File: config.mk
export PLATFORM = sky130hd
export DESIGN_NAME = tl_ul_monitor
export DESIGN_NICKNAME = d
export VERILOG_FILES = /design/src/rtl/tl_mon_pkg.sv /design/src/rtl/tl_mon_beat_ctr.sv /design/src/rtl/tl_ul_monitor.sv
export SDC_FILE = /design/constraint.sdc
export NUM_CORES = 1
export LEC_CHECK = 0
export ABC_AREA = 1
export ABC_CLOCK_PERIOD_IN_PS = 10100
export CAP_MARGIN = 20
export CORE_MARGIN = 2
export CORE_UTILIZATION = 50
export DETAILED_ROUTE_END_ITERATION = 12
export GPL_TIMING_DRIVEN = 0
export PLACE_DENSITY = 0.73
export RECOVER_POWER = 50
export SKIP_LAST_GASP = 1
export SLEW_MARGIN = 20
export SYNTH_ARGS = -nofsm -noshare
export SYNTH_HDL_FRONTEND = slang
export SYNTH_SLANG_ARGS = --single-unit
File: constraint.sdc
create_clock -name clock -period 10.1 [get_ports clock]
set_clock_uncertainty 0.05 [all_clocks]
set_input_delay 1.515 -clock clock [delete_from_list [all_inputs] [get_ports clock]]
set_output_delay 1.515 -clock clock [all_outputs]
set_load 0.005 [all_outputs]
File: src/rtl/tl_mon_pkg.sv
// TileLink-UL monitor shared definitions: opcodes, error codes, beat helpers.
// Latency: n/a (constants and pure functions only).
// Backpressure: n/a.
package tl_mon_pkg;

  // A-channel opcodes
  localparam logic [2:0] PUT_FULL    = 3'd0;
  localparam logic [2:0] PUT_PARTIAL = 3'd1;
  localparam logic [2:0] GET         = 3'd4;
  // D-channel opcodes
  localparam logic [2:0] ACK         = 3'd0;
  localparam logic [2:0] ACK_DATA    = 3'd1;

  localparam int N_ERR = 9;

  // Error code i lives in err_vec bit i-1
  typedef enum logic [3:0] {
    ERR_NONE       = 4'd0,
    ERR_A_OPCODE   = 4'd1,
    ERR_A_ALIGN    = 4'd2,
    ERR_A_MASK     = 4'd3,
    ERR_A_STABLE   = 4'd4,
    ERR_D_STABLE   = 4'd5,
    ERR_A_BUSY     = 4'd6,
    ERR_D_ORPHAN   = 4'd7,
    ERR_D_MISMATCH = 4'd8,
    ERR_TIMEOUT    = 4'd9
  } err_code_e;

  // Number of data beats for a transfer of 2^size bytes on a 2^beat_lg byte bus
  function automatic int unsigned beats_from_size(input int unsigned size,
                                                  input int unsigned beat_lg);
    if (size > beat_lg) return 32'd1 << (size - beat_lg);
    return 32'd1;
  endfunction

  // Lowest numbered code present in a violation vector, ERR_NONE if empty
  function automatic logic [3:0] lowest_code(input logic [N_ERR-1:0] vec);
    logic [3:0] code;
    code = ERR_NONE;
    for (int i = N_ERR - 1; i >= 0; i--) begin
      if (vec[i]) code = 4'(i + 1);
    end
    return code;
  endfunction

endpackage

File: src/rtl/tl_mon_beat_ctr.sv
// Beat counter for one TileLink channel: flags first/last beat of a burst.
// Latency: first/last are combinational from the count and current size.
// Backpressure: advances only on fire; never stalls the channel.
module tl_mon_beat_ctr #(
  parameter int SIZE_W  = 3,
  parameter int BEAT_LG = 2
) (
  input  logic              clock,
  input  logic              reset,
  input  logic              fire,
  input  logic [SIZE_W-1:0] size,
  input  logic              has_data,
  output logic              first,
  output logic              last
);
  import tl_mon_pkg::*;

  // Wide enough for the largest burst of 2^(2^SIZE_W - 1) bytes
  localparam int CNT_W = 2 ** SIZE_W;

  logic [CNT_W-1:0] r_cnt;
  logic [CNT_W-1:0] w_beats;

  // Burst length: data-carrying messages span the size, others are one beat
  always_comb begin
    w_beats = CNT_W'(1);
    if (has_data) w_beats = CNT_W'(beats_from_size(32'(size), 32'(BEAT_LG)));
  end

  assign first = (r_cnt == '0);
  assign last  = (r_cnt == (w_beats - CNT_W'(1)));

  // Count fired beats, wrapping to zero after the last one
  always_ff @(posedge clock) begin
    if (reset) begin
      r_cnt <= '0;
    end else if (fire) begin
      r_cnt <= last ? '0 : r_cnt + CNT_W'(1);
    end
  end

endmodule

File: src/rtl/tl_ul_monitor.sv
// Passive TileLink-UL A/D monitor: legality, stability, per-source tracking; timers when TL_MON_TIMEOUT_EN.
// Latency: violations in cycle N appear on err_*, err_count and inflight in cycle N+1.
// Backpressure: none; observes a_ready/d_ready only and never drives the link.
module tl_ul_monitor #(
  parameter int SOURCE_W = 2,
  parameter int ADDR_W   = 30,
  parameter int DATA_W   = 32,
  parameter int SIZE_W   = 3,
  parameter int TIMEOUT  = 1024
) (
  input  logic                clock,
  input  logic                reset,
  input  logic                a_valid,
  input  logic                a_ready,
  input  logic [2:0]          a_opcode,
  input  logic [2:0]          a_param,
  input  logic [SIZE_W-1:0]   a_size,
  input  logic [SOURCE_W-1:0] a_source,
  input  logic [ADDR_W-1:0]   a_address,
  input  logic [DATA_W/8-1:0] a_mask,
  input  logic                d_valid,
  input  logic                d_ready,
  input  logic [2:0]          d_opcode,
  input  logic [SIZE_W-1:0]   d_size,
  input  logic [SOURCE_W-1:0] d_source,
  input  logic                d_denied,
  input  logic                d_corrupt,
  output logic                err_valid,
  output logic [8:0]          err_vec,
  output logic [3:0]          err_code,
  output logic [15:0]         err_count,
  output logic [SOURCE_W:0]   inflight
);
  import tl_mon_pkg::*;

  localparam int NSRC    = 2 ** SOURCE_W;
  localparam int LANES   = DATA_W / 8;
  localparam int BEAT_LG = $clog2(LANES);
  localparam int INF_W   = SOURCE_W + 1;

  logic w_a_fire, w_d_fire;
  logic w_a_first, w_a_last, w_d_first, w_d_last;
  logic [SIZE_W-1:0] w_a_size_eff;
  logic [2:0]        w_a_op_eff;
  logic w_a_has_data, w_d_has_data;

  // Header of the A burst in progress, used for the later beats
  logic [2:0]          r_ab_opcode, r_ab_param;
  logic [SIZE_W-1:0]   r_ab_size;
  logic [SOURCE_W-1:0] r_ab_source;
  // Whether the D burst in progress was matched to a live entry
  logic                r_d_match;

  // Stall history for the stability checks
  logic                r_a_pend, r_d_pend;
  logic [2:0]          r_ah_opcode, r_ah_param, r_dh_opcode;
  logic [SIZE_W-1:0]   r_ah_size, r_dh_size;
  logic [SOURCE_W-1:0] r_ah_source, r_dh_source;
  logic [ADDR_W-1:0]   r_ah_address;
  logic [LANES-1:0]    r_ah_mask;
  logic                r_dh_denied, r_dh_corrupt;

  // Per-source request table
  logic [NSRC-1:0]   r_vld, r_is_get;
  logic [SIZE_W-1:0] r_size [NSRC];
  logic [NSRC-1:0]   w_vld_n, w_is_get_n;
  logic [SIZE_W-1:0] w_size_n [NSRC];
  logic [INF_W-1:0]  w_infl_n;

  logic w_a_set, w_d_ok, w_d_clr, w_a_busy;
  logic w_misalign;
  logic [LANES-1:0] w_full_mask;
  logic w_timeout;
  logic [N_ERR-1:0] w_vec;

  // Output registers
  logic              r_err_valid;
  logic [8:0]        r_err_vec;
  logic [3:0]        r_err_code;
  logic [15:0]       r_err_count;
  logic [INF_W-1:0]  r_inflight;

  assign w_a_fire = a_valid & a_ready;
  assign w_d_fire = d_valid & d_ready;

  // Later beats are sized by the burst header so a corrupted size cannot derail the count
  assign w_a_size_eff = w_a_first ? a_size : r_ab_size;
  assign w_a_op_eff   = w_a_first ? a_opcode : r_ab_opcode;
  assign w_a_has_data = (w_a_op_eff == PUT_FULL) || (w_a_op_eff == PUT_PARTIAL);
  assign w_d_has_data = (d_opcode == ACK_DATA);

  tl_mon_beat_ctr #(.SIZE_W(SIZE_W), .BEAT_LG(BEAT_LG)) u_a_ctr (
    .clock    (clock),
    .reset    (reset),
    .fire     (w_a_fire),
    .size     (w_a_size_eff),
    .has_data (w_a_has_data),
    .first    (w_a_first),
    .last     (w_a_last)
  );

  tl_mon_beat_ctr #(.SIZE_W(SIZE_W), .BEAT_LG(BEAT_LG)) u_d_ctr (
    .clock    (clock),
    .reset    (reset),
    .fire     (w_d_fire),
    .size     (d_size),
    .has_data (w_d_has_data),
    .first    (w_d_first),
    .last     (w_d_last)
  );

  // Table next state: a D clear lands before an A set so back-to-back reuse is legal
  always_comb begin
    w_vld_n    = r_vld;
    w_is_get_n = r_is_get;
    w_size_n   = r_size;
    w_d_ok     = w_d_first ? r_vld[d_source] : r_d_match;
    w_d_clr    = w_d_fire && w_d_last && w_d_ok;
    w_a_set    = w_a_fire && w_a_first;
    w_a_busy   = r_vld[a_source] && !(w_d_clr && (d_source == a_source));
    if (w_d_clr) w_vld_n[d_source] = 1'b0;
    if (w_a_set) begin
      w_vld_n[a_source]    = 1'b1;
      w_is_get_n[a_source] = (a_opcode == GET);
      w_size_n[a_source]   = a_size;
    end
    w_infl_n = '0;
    for (int i = 0; i < NSRC; i++) w_infl_n = w_infl_n + INF_W'(w_vld_n[i]);
  end

  // Address alignment and the lanes a PutFull of this size/offset must cover
  always_comb begin
    int off;
    w_misalign = 1'b0;
    for (int i = 0; i < ADDR_W; i++) begin
      if ((i < int'(a_size)) && a_address[i]) w_misalign = 1'b1;
    end
    off = 0;
    for (int b = 0; b < BEAT_LG; b++) begin
      if (a_address[b]) off = off | (1 << b);
    end
    w_full_mask = '0;
    for (int i = 0; i < LANES; i++) begin
      if ((int'(a_size) >= BEAT_LG) || ((i >= off) && (i < off + (1 << int'(a_size)))))
        w_full_mask[i] = 1'b1;
    end
  end

`ifdef TL_MON_TIMEOUT_EN
  localparam int TMR_W = $clog2(TIMEOUT + 1);
  logic [TMR_W-1:0] r_tmr [NSRC];
  logic [NSRC-1:0]  w_to_hit;

  // An entry times out on the cycle its timer steps onto TIMEOUT, unless it retires then
  always_comb begin
    for (int i = 0; i < NSRC; i++) begin
      w_to_hit[i] = r_vld[i] && (r_tmr[i] == TMR_W'(TIMEOUT - 1)) &&
                    !(w_d_clr && (d_source == SOURCE_W'(i)));
    end
  end
  assign w_timeout = |w_to_hit;

  // Timers restart on each request and saturate at TIMEOUT so code 9 fires once
  always_ff @(posedge clock) begin
    if (reset) begin
      for (int i = 0; i < NSRC; i++) r_tmr[i] <= '0;
    end else begin
      for (int i = 0; i < NSRC; i++) begin
        if (w_a_set && (a_source == SOURCE_W'(i))) r_tmr[i] <= '0;
        else if (r_vld[i] && (r_tmr[i] != TMR_W'(TIMEOUT))) r_tmr[i] <= r_tmr[i] + TMR_W'(1);
      end
    end
  end
`else
  assign w_timeout = 1'b0;
`endif

  // Gather every violation seen this cycle
  always_comb begin
    w_vec = '0;
    if (w_a_fire) begin
      if (!(a_opcode inside {PUT_FULL, PUT_PARTIAL, GET}) || (a_param != 3'd0)) w_vec[0] = 1'b1;
      if (w_misalign) w_vec[1] = 1'b1;
      if ((a_opcode == PUT_FULL) && ((a_mask & w_full_mask) != w_full_mask)) w_vec[2] = 1'b1;
      if (!w_a_first && ((a_opcode != r_ab_opcode) || (a_param != r_ab_param) ||
                         (a_size != r_ab_size) || (a_source != r_ab_source))) w_vec[3] = 1'b1;
      if (w_a_first && w_a_busy) w_vec[5] = 1'b1;
    end
    if (r_a_pend && (!a_valid || (a_opcode != r_ah_opcode) || (a_param != r_ah_param) ||
                     (a_size != r_ah_size) || (a_source != r_ah_source) ||
                     (a_address != r_ah_address) || (a_mask != r_ah_mask))) w_vec[3] = 1'b1;
    if (r_d_pend && (!d_valid || (d_opcode != r_dh_opcode) || (d_size != r_dh_size) ||
                     (d_source != r_dh_source) || (d_denied != r_dh_denied) ||
                     (d_corrupt != r_dh_corrupt))) w_vec[4] = 1'b1;
    if (w_d_fire && w_d_first) begin
      if (!r_vld[d_source]) w_vec[6] = 1'b1;
      else if ((d_opcode != (r_is_get[d_source] ? ACK_DATA : ACK)) ||
               (d_size != r_size[d_source])) w_vec[7] = 1'b1;
    end
    w_vec[8] = w_timeout;
  end

  // Burst headers, stall history and the request table
  always_ff @(posedge clock) begin
    if (reset) begin
      r_ab_opcode  <= '0;
      r_ab_param   <= '0;
      r_ab_size    <= '0;
      r_ab_source  <= '0;
      r_d_match    <= 1'b0;
      r_a_pend     <= 1'b0;
      r_d_pend     <= 1'b0;
      r_ah_opcode  <= '0;
      r_ah_param   <= '0;
      r_ah_size    <= '0;
      r_ah_source  <= '0;
      r_ah_address <= '0;
      r_ah_mask    <= '0;
      r_dh_opcode  <= '0;
      r_dh_size    <= '0;
      r_dh_source  <= '0;
      r_dh_denied  <= 1'b0;
      r_dh_corrupt <= 1'b0;
      r_vld        <= '0;
      r_is_get     <= '0;
      for (int i = 0; i < NSRC; i++) r_size[i] <= '0;
    end else begin
      if (w_a_set) begin
        r_ab_opcode <= a_opcode;
        r_ab_param  <= a_param;
        r_ab_size   <= a_size;
        r_ab_source <= a_source;
      end
      if (w_d_fire && w_d_first) r_d_match <= r_vld[d_source];
      r_a_pend     <= a_valid & ~a_ready;
      r_d_pend     <= d_valid & ~d_ready;
      r_ah_opcode  <= a_opcode;
      r_ah_param   <= a_param;
      r_ah_size    <= a_size;
      r_ah_source  <= a_source;
      r_ah_address <= a_address;
      r_ah_mask    <= a_mask;
      r_dh_opcode  <= d_opcode;
      r_dh_size    <= d_size;
      r_dh_source  <= d_source;
      r_dh_denied  <= d_denied;
      r_dh_corrupt <= d_corrupt;
      r_vld        <= w_vld_n;
      r_is_get     <= w_is_get_n;
      r_size       <= w_size_n;
    end
  end

  // Registered error report, saturating violation-cycle count and occupancy
  always_ff @(posedge clock) begin
    if (reset) begin
      r_err_valid <= 1'b0;
      r_err_vec   <= '0;
      r_err_code  <= '0;
      r_err_count <= '0;
      r_inflight  <= '0;
    end else begin
      r_err_valid <= |w_vec;
      r_err_vec   <= w_vec;
      r_err_code  <= lowest_code(w_vec);
      if ((|w_vec) && (r_err_count != 16'hFFFF)) r_err_count <= r_err_count + 16'd1;
      r_inflight  <= w_infl_n;
    end
  end

  assign err_valid = r_err_valid;
  assign err_vec   = r_err_vec;
  assign err_code  = r_err_code;
  assign err_count = r_err_count;
  assign inflight  = r_inflight;

endmodule

==> metrics.md, run 1 <==
| Metric | Value |
|---|---|
| Worst path required time | `around 10 ns` |
| Clock network power share | `around two fifths` |
| Die area | `15500 µm²` |
| Period Utilization, post-route | `53.9%` |
| Hpwl dp | `roughly 14000 µm` |
| Count of pins over their slew limit | `0` |
| Largest fanout on the critical path | `6` |
| Post-synth top area cell | `dfxtp_1` |
| Fin nets | `roughly 1200` |
| Tmin final | `approximately 5.4 ns` |
| Pre-CTS setup slack | `between 4 and 5 ns` |
| Antenna violations before repair | `0` |
| Outcome | `finished clean` |
| Hold_sp | `r_size[9]` |
| First drt pass iteration count | `6` |
| Buffer and inverter count on the worst path | `5` |
| Largest cells by area after synthesis | `dfxtp_1 (38%), nand2_1 (9.3%), inv_1 (7.6%)` |
| Vias/cell | `5.13` |
| FMAX | `between 150 and 200 MHz` |
| Synth cell types | `around 50` |
| I/O Buffers | `89` |
| Post-synth top area share | `between 30% and 40%` |
| H-tree Lvls | `4` |
| Fin area | `slightly below 9000 µm²` |
| Ant diodes | `0` |
| Storage element area | `around 2700 µm²` |
| Critical Path Sink Type | `register` |
| Startpoint types | `input port` |
| Comb pwr share | `16.7%` |
| Sequential fraction of the synthesis area | `37.7%` |
| RSZ-0062 raised after global routing | `false` |
| Max cap viols | `0` |
| Number of hold buffers added after CTS | `0` |
| Synth Net Count | `between 1000 and 1500` |
| Post-synthesis average cell area | `slightly above 7 µm²` |
| Ys async rst share | `0%` |
| Number of synthesized register bits | `~140` |
| R2r startpoint | `u_a_ctr.r_cnt[0]` |
| Clk Tree Root Cell | `clkbuf_16` |
| Gr ovfl total | `0` |
| Syn-to-layout area delta | `22.9%` |
| WS Path Type | `input port to register` |
| Remaining DRCs | `0` |
| Final setup vio count | `0` |
| Prevailing post-synth register cell | `dfxtp_1` |
| Pin count of the biggest net entering global routing | `17` |
| I/O pins | `94` |
| Post-DRT Antenna Nets | `0` |
| Vias | `6797` |
| Kind of cell adding the most delay to the critical path | `adder cells` |
| Top cells by count, synth | `nand2_1 (181), inv_1 (147), dfxtp_1 (137), nor2_1 (131), nand3_1 (76)` |
| Final Non-Filler Cells | `1324` |
| LEAKAGE | `3.98 nW` |
| Initial core utilization | `a little over 50%` |
| Cells along the critical path | `clkdlybuf4s50_1 -> inv_2 -> ha_1 -> inv_1 -> nor3_1 -> nand2_1 -> ha_1 -> xnor2_1 -> xor2_1 -> nor2_1 -> nand3_1 -> nor2_2 -> inv_1 -> nor2_1 -> nand2_1 -> o21ai_0 -> nand2_1 -> fa_1 -> ha_1 -> ha_1 -> inv_1 -> nor2_1` |
| CTS Sinks | `between 100 and 150` |
| Worst hold stages | `2` |
| Crit path DAT | `5.68 ns` |
| First-pass GRT wire length | `between 30000 and 40000 µm` |
| P_sw | `0.380 mW` |
| Mapped Area | `7270 µm²` |
| Final WL | `about 19000 µm` |
| Multi-input combinational cell area | `approximately 3800 µm²` |
| Most instantiated library cell after synthesis | `nand2_1` |
| Cell Pwr Density | `~160 nW/µm²` |
| Vias in the first global route | `approximately 6600` |
| Placed cell areas | `roughly 8400 µm²` |
| CP dominant cell by count | `ha_1` |
| EDFF count, synth | `0` |
| Final setup margin | `between 4 and 5 ns` |
| R2R setup slack | `between 6 and 7 ns` |
| R2R Path End | `inflight[1]` |
| Placed cells | `between 1000 and 1500` |
| Core ar. | `14400 µm²` |
| DR iter-0 viols | `~470` |
| Worst-margin pin slew | `between 0.8 and 0.9 ns` |
| Hold EP | `r_size[9]` |
| Routability cong. | `around 0.90` |
| Sequential Power Share | `between 40% and 50%` |
| CTS resizes | `0` |
| WHS | `roughly 0.4 ns` |
| Setup tns final | `0 ns` |
| Synthesis Warnings | `0` |
| Clock buffer depth | `2` |
| Row cnt | `44` |
| Clk slew on worst S/H paths | `roughly 0.050 ns` |
| Peak VDD IR | `between 100 and 150 µV` |
| Die Y | `~120 µm` |
| Hold Vio Cnt, Final | `0` |
| Chip width | `around 120 µm` |
| TritonCTS Buffers | `17` |
| Worst R2R Path Depth | `14` |
| Fin util | `62.2%` |
| Critical path's slowest cell | `clkdlybuf4s50_1` |
| Total internal power | `about 1 mW` |
| Synth Instances | `approximately 1000` |
| Slew headroom | `between 40% and 50%` |
| Clk_lat worst skew | `approximately 0.42 ns` |
| CTS tree | `yes` |
| Net Sw Frac | `27.2%` |
| Total GRT Usage | `24.3%` |
| Post-CTS setup buffers | `0` |
| CP max stage delay | `between 0.5 and 0.6 ns` |
| Layout cells sized above 1 | `a little over a tenth` |
| Power, Total | `approximately 1.4 mW` |
| Fill count | `1342` |
| Drt wl/cell | `14.0 µm` |
| Tightest Hold Check Type | `register to register` |
[worst min-delay path: cells and delay by family, from the launching register on]
kind | cells | cell delay, ns
DFF | 1 | 0.31
AOI/OAI and AO/OA | 1 | 0.05
buffers and inverters | 1 | 0.05
[layout by cell type (no fill, tap or decap), types with 3 or more instances in the layout]
cell type and n:
nand2_1 181, inv_1 147, dfxtp_1 137, nor2_1 132
nand3_1 76, clkdlybuf4s50_1 63, a21oi_1 46, o21ai_0 37
xor2_1 36, dlygate4sd3_1 26, clkbuf_1 21, nand2_2 20
nand4_1 19, xnor2_1 17, clkbuf_16 17, nor3_1 15
inv_2 14, a21oi_2 12, or2_2 12, ha_1 11
nor4_1 10, o22ai_1 9, o2111ai_1 9, nor2_2 7
nand3_2 6, nor2_4 4, nand2_4 4, o31ai_1 4
clkinv_2 4, a22oi_1 4, buf_4 3, clkbuf_8 3
clkinvlp_4 3
[how the worst max path moves through the flow]
stage / from / endpoint / cells after the start
5_1_grt: d_size[1] / inflight[1] / 22
6_report: d_size[1] / inflight[1] / 22
3_5_place_dp: d_size[1] / inflight[1] / 22
3_3_place_gp: d_size[1] / inflight[1] / 22
4_1_cts: d_size[1] / inflight[1] / 22
2_1_floorplan: d_size[2] / inflight[1] / 21
[cell type report]
class | instances | share of cell area [%]
buffer | 23 | 1.30
clock buffer | 25 | 5.43
clock inverter | 7 | 0.756
inverter | 165 | 7.00
multi-input combinational | 694 | 42.3
sequential | 137 | 30.7
tap | 184 | 2.58
timing repair buffer | 89 | 9.97
[kinds of logic after synthesis]
group,Yosys count,synth area share [%]
and+or+nand+nor,496,32.2
AOI/OAI and AO/OA,131,11.0
DFF,137,37.7
adders and majority gates,13,2.44
buffers and inverters,188,10.2
other,1,0.0516
xor gates and xnor gates,53,6.38
[registers in the layout (all words and copies together) (netlist names), 8 cells and up]
| register | cells |
|---|---|
| err_count | 16 |
| err_vec | 8 |
| r_ah_address | 30 |
| r_size | 12 |
| u_a_ctr.r_cnt | 8 |
| u_d_ctr.r_cnt | 8 |
[layer usage]
layer / track usage (%) / part of all wire [%]
met1: 30.8 / 46
met2: 41.3 / 47
met3: 4.64 / 5.4
met4: 8.39 / 2.0
met5: 0 / 0
[power groups by stage]
| stage | logic, mW | clock network [mW] | registers, mW |
|---|---|---|---|
| after CTS | 0.235 | 0.590 | 0.580 |
| after global placement | 0.229 | 0 | 0.591 |
| after floorplan | 0.154 | 0 | 0.590 |
| after global routing | 0.259 | 0.614 | 0.583 |
| final | 0.233 | 0.582 | 0.580 |
| after detailed placement | 0.233 | 0 | 0.592 |
(Power assumes the default switching activity.)
==> inputs of run 2 (changes only) <==
Settings changed: ABC_CLOCK_PERIOD_IN_PS 10100 to 4450, PLACE_DENSITY 0.73 to 0.76.
Clock period 10.1 ns to 4.45 ns, I/O delays scaled along.
==> metrics.md, run 2 (same netlist as run 1, synthesis figures left out) <==
| Metric | Value |
|---|---|
| Die Y | `~120 µm` |
| Die area | `~16000 µm²` |
| Tightest Hold Check Type | `register to register` |
| Pre-CTS setup slack | `-0.471 ns` |
| Tmin final | `between 4 and 5 ns` |
| FMAX | `about 250 MHz` |
| Worst-margin pin slew | `0.810 ns` |
| Gr ovfl total | `0` |
| Clk Tree Root Cell | `clkbuf_16` |
| Clk slew on worst S/H paths | `roughly 0.050 ns` |
| Cell Pwr Density | `374 nW/µm²` |
| Final setup margin | `between 0.4 and 0.5 ns` |
| Antenna violations before repair | `0` |
| Total GRT Usage | `24.7%` |
| RSZ-0062 raised after global routing | `false` |
| Startpoint types | `input port` |
| Ant diodes | `0` |
| Chip width | `~120 µm` |
| TritonCTS Buffers | `17` |
| Post-DRT Antenna Nets | `0` |
| Clk_lat worst skew | `about 0.43 ns` |
| Critical Path Sink Type | `register` |
| Top reg by flops | `r_ah_address` |
| Syn-to-layout area delta | `24.7%` |
| R2R setup slack | `a little over 1 ns` |
| Vias | `6888` |
| Hpwl dp | `14100 µm` |
| Post-CTS setup buffers | `0` |
| Placed cells | `1292` |
| H-tree Lvls | `4` |
| CTS Sinks | `between 100 and 150` |
| LEAKAGE | `4.06 nW` |
| Max reg flops | `30` |
| Remaining DRCs | `0` |
| Slew headroom | `46.0%` |
| I/O pins | `94` |
| Drt wl/cell | `14.2 µm` |
| Final setup vio count | `0` |
| Hold Vio Cnt, Final | `0` |
| WS Path Type | `input port to register` |
| Multi-input combinational cell area | `3810 µm²` |
| Layout cells sized above 1 | `11.8%` |
| Most common cell after layout, fill and taps aside | `nand2_1` |
| Period Utilization, post-route | `between 90% and 100%` |
| CTS tree | `yes` |
| Count of pins over their slew limit | `0` |
| Final WL | `~19000 µm` |
| I/O Buffers | `just under 90` |
| WHS | `roughly 0.40 ns` |
| Peak VDD IR | `between 200 and 300 µV` |
| Most frequent cells in the layout | `nand2_1 (180), inv_1 (146), dfxtp_1 (137), nor2_1 (130), nand3_1 (76)` |
| Fin util | `between 60 and 70%` |
| Fill count | `around 1300` |
| Outcome | `finished clean` |
| Final Non-Filler Cells | `~1300` |
| Storage element area | `about 2700 µm²` |
| Pin count of the biggest net entering global routing | `17` |
| First drt pass iteration count | `5` |
| Crit path DAT | `around 4.3 ns` |
| Routability cong. | `between 0.8 and 0.9` |
| Vias in the first global route | `roughly 6500` |
| Initial core utilization | `50.6%` |
| DR iter-0 viols | `between 400 and 500` |
| Largest fanout on the critical path | `6` |
| Clock buffer depth | `2` |
| Power, Total | `about 3.4 mW` |
| Core ar. | `~14000 µm²` |
| Number of hold buffers added after CTS | `0` |
| First-pass GRT wire length | `approximately 31000 µm` |
| Fin nets | `~1200` |
| Vias/cell | `5.20` |
| Max cap viols | `0` |
| Row cnt | `44` |
| Worst path required time | `about 4.7 ns` |
run 2: changes by cell type in the layout (fill, tap and decap cells not counted), moves of 2 or more:
cell,change
bufinv_16,+3
clkbuf_1,-4
clkdlybuf4s50_1,-3
clkinv_4,+2
clkinvlp_4,-2
dlymetal6s2s_1,+2
nor2_1,-2
o21ai_0,-3
o21ai_2,+2
run 2: repair_timing:
item,4_1_cts,5_1_grt
endpoints found under the setup margin,1,3
resized for setup,2,9
pin swaps,0,0
run 2: critical path: stages:
cell and delay [ns]:
clkdlybuf4s50_1 0.56, inv_2 0.17, nand3_2 0.08, nand2_2 0.10, inv_2 0.05, nand2_2 0.09, inv_1 0.05, ha_1 0.23
xnor2_1 0.14, xor2_1 0.16, nor2_1 0.11, nand3_1 0.09, nor2_2 0.15, inv_1 0.09, nor2_2 0.12, nand2_2 0.12
o21ai_2 0.16, nand2_1 0.09, fa_1 0.48, ha_1 0.19, ha_1 0.27, inv_1 0.05, nor2_1 0.03
run 2: final timing paths:
| check | from | end | cells after the start |
|---|---|---|---|
| worst max-delay path | d_size[0] | inflight[1] | 23 |
| worst min-delay path | r_size[10] | r_size[10] | 2 |
| worst max register to register | u_a_ctr.r_cnt[0] | inflight[1] | 14 |
| worst min register to register | r_size[10] | r_size[10] | 2 |
run 2: per-layer routing:
| layer | track usage (%) | vias up | wire length [µm] |
|---|---|---|---|
| li1 | - | 3481 | - |
| met3 | 4.90 | 48 | 1130 |
| met2 | 41.4 | 220 | 9020 |
| met5 | 0 | - | 0 |
| met4 | 11.4 | 0 | 642 |
| met1 | 30.5 | 3139 | 8060 |
run 2: cell type report:
class                      instances  share of cell area, %
clock buffer                      22                   5.34
multi-input combinational        694                   42.0
clock inverter                    10                   1.81
tap                              184                   2.54
buffer                            23                   1.28
timing repair buffer              89                   9.87
sequential                       137                   30.2
inverter                         165                   6.90
run 2: power by group:
part | internal (mW) | switching [mW] | total [mW]
logic | 0.213 | 0.324 | 0.537
clock network | 0.999 | 0.535 | 1.53
registers | 1.29 | 0.0336 | 1.32
total | 2.50 | 0.893 | 3.39
run 2: metrics by stage:
step,cell area (µm²),TNS (ns)
final,9070,0
after global routing,9070,0
after CTS,9040,0
after detailed placement,8390,-1.14
after global placement,8390,-1.16
after floorplan,7270,0
==> inputs of run 3 (changes only) <==
Settings changed: ABC_CLOCK_PERIOD_IN_PS 4450 to unset.
==> results of run 3 <==
The final DEF is identical to that of run 2; final timing and power are the same.
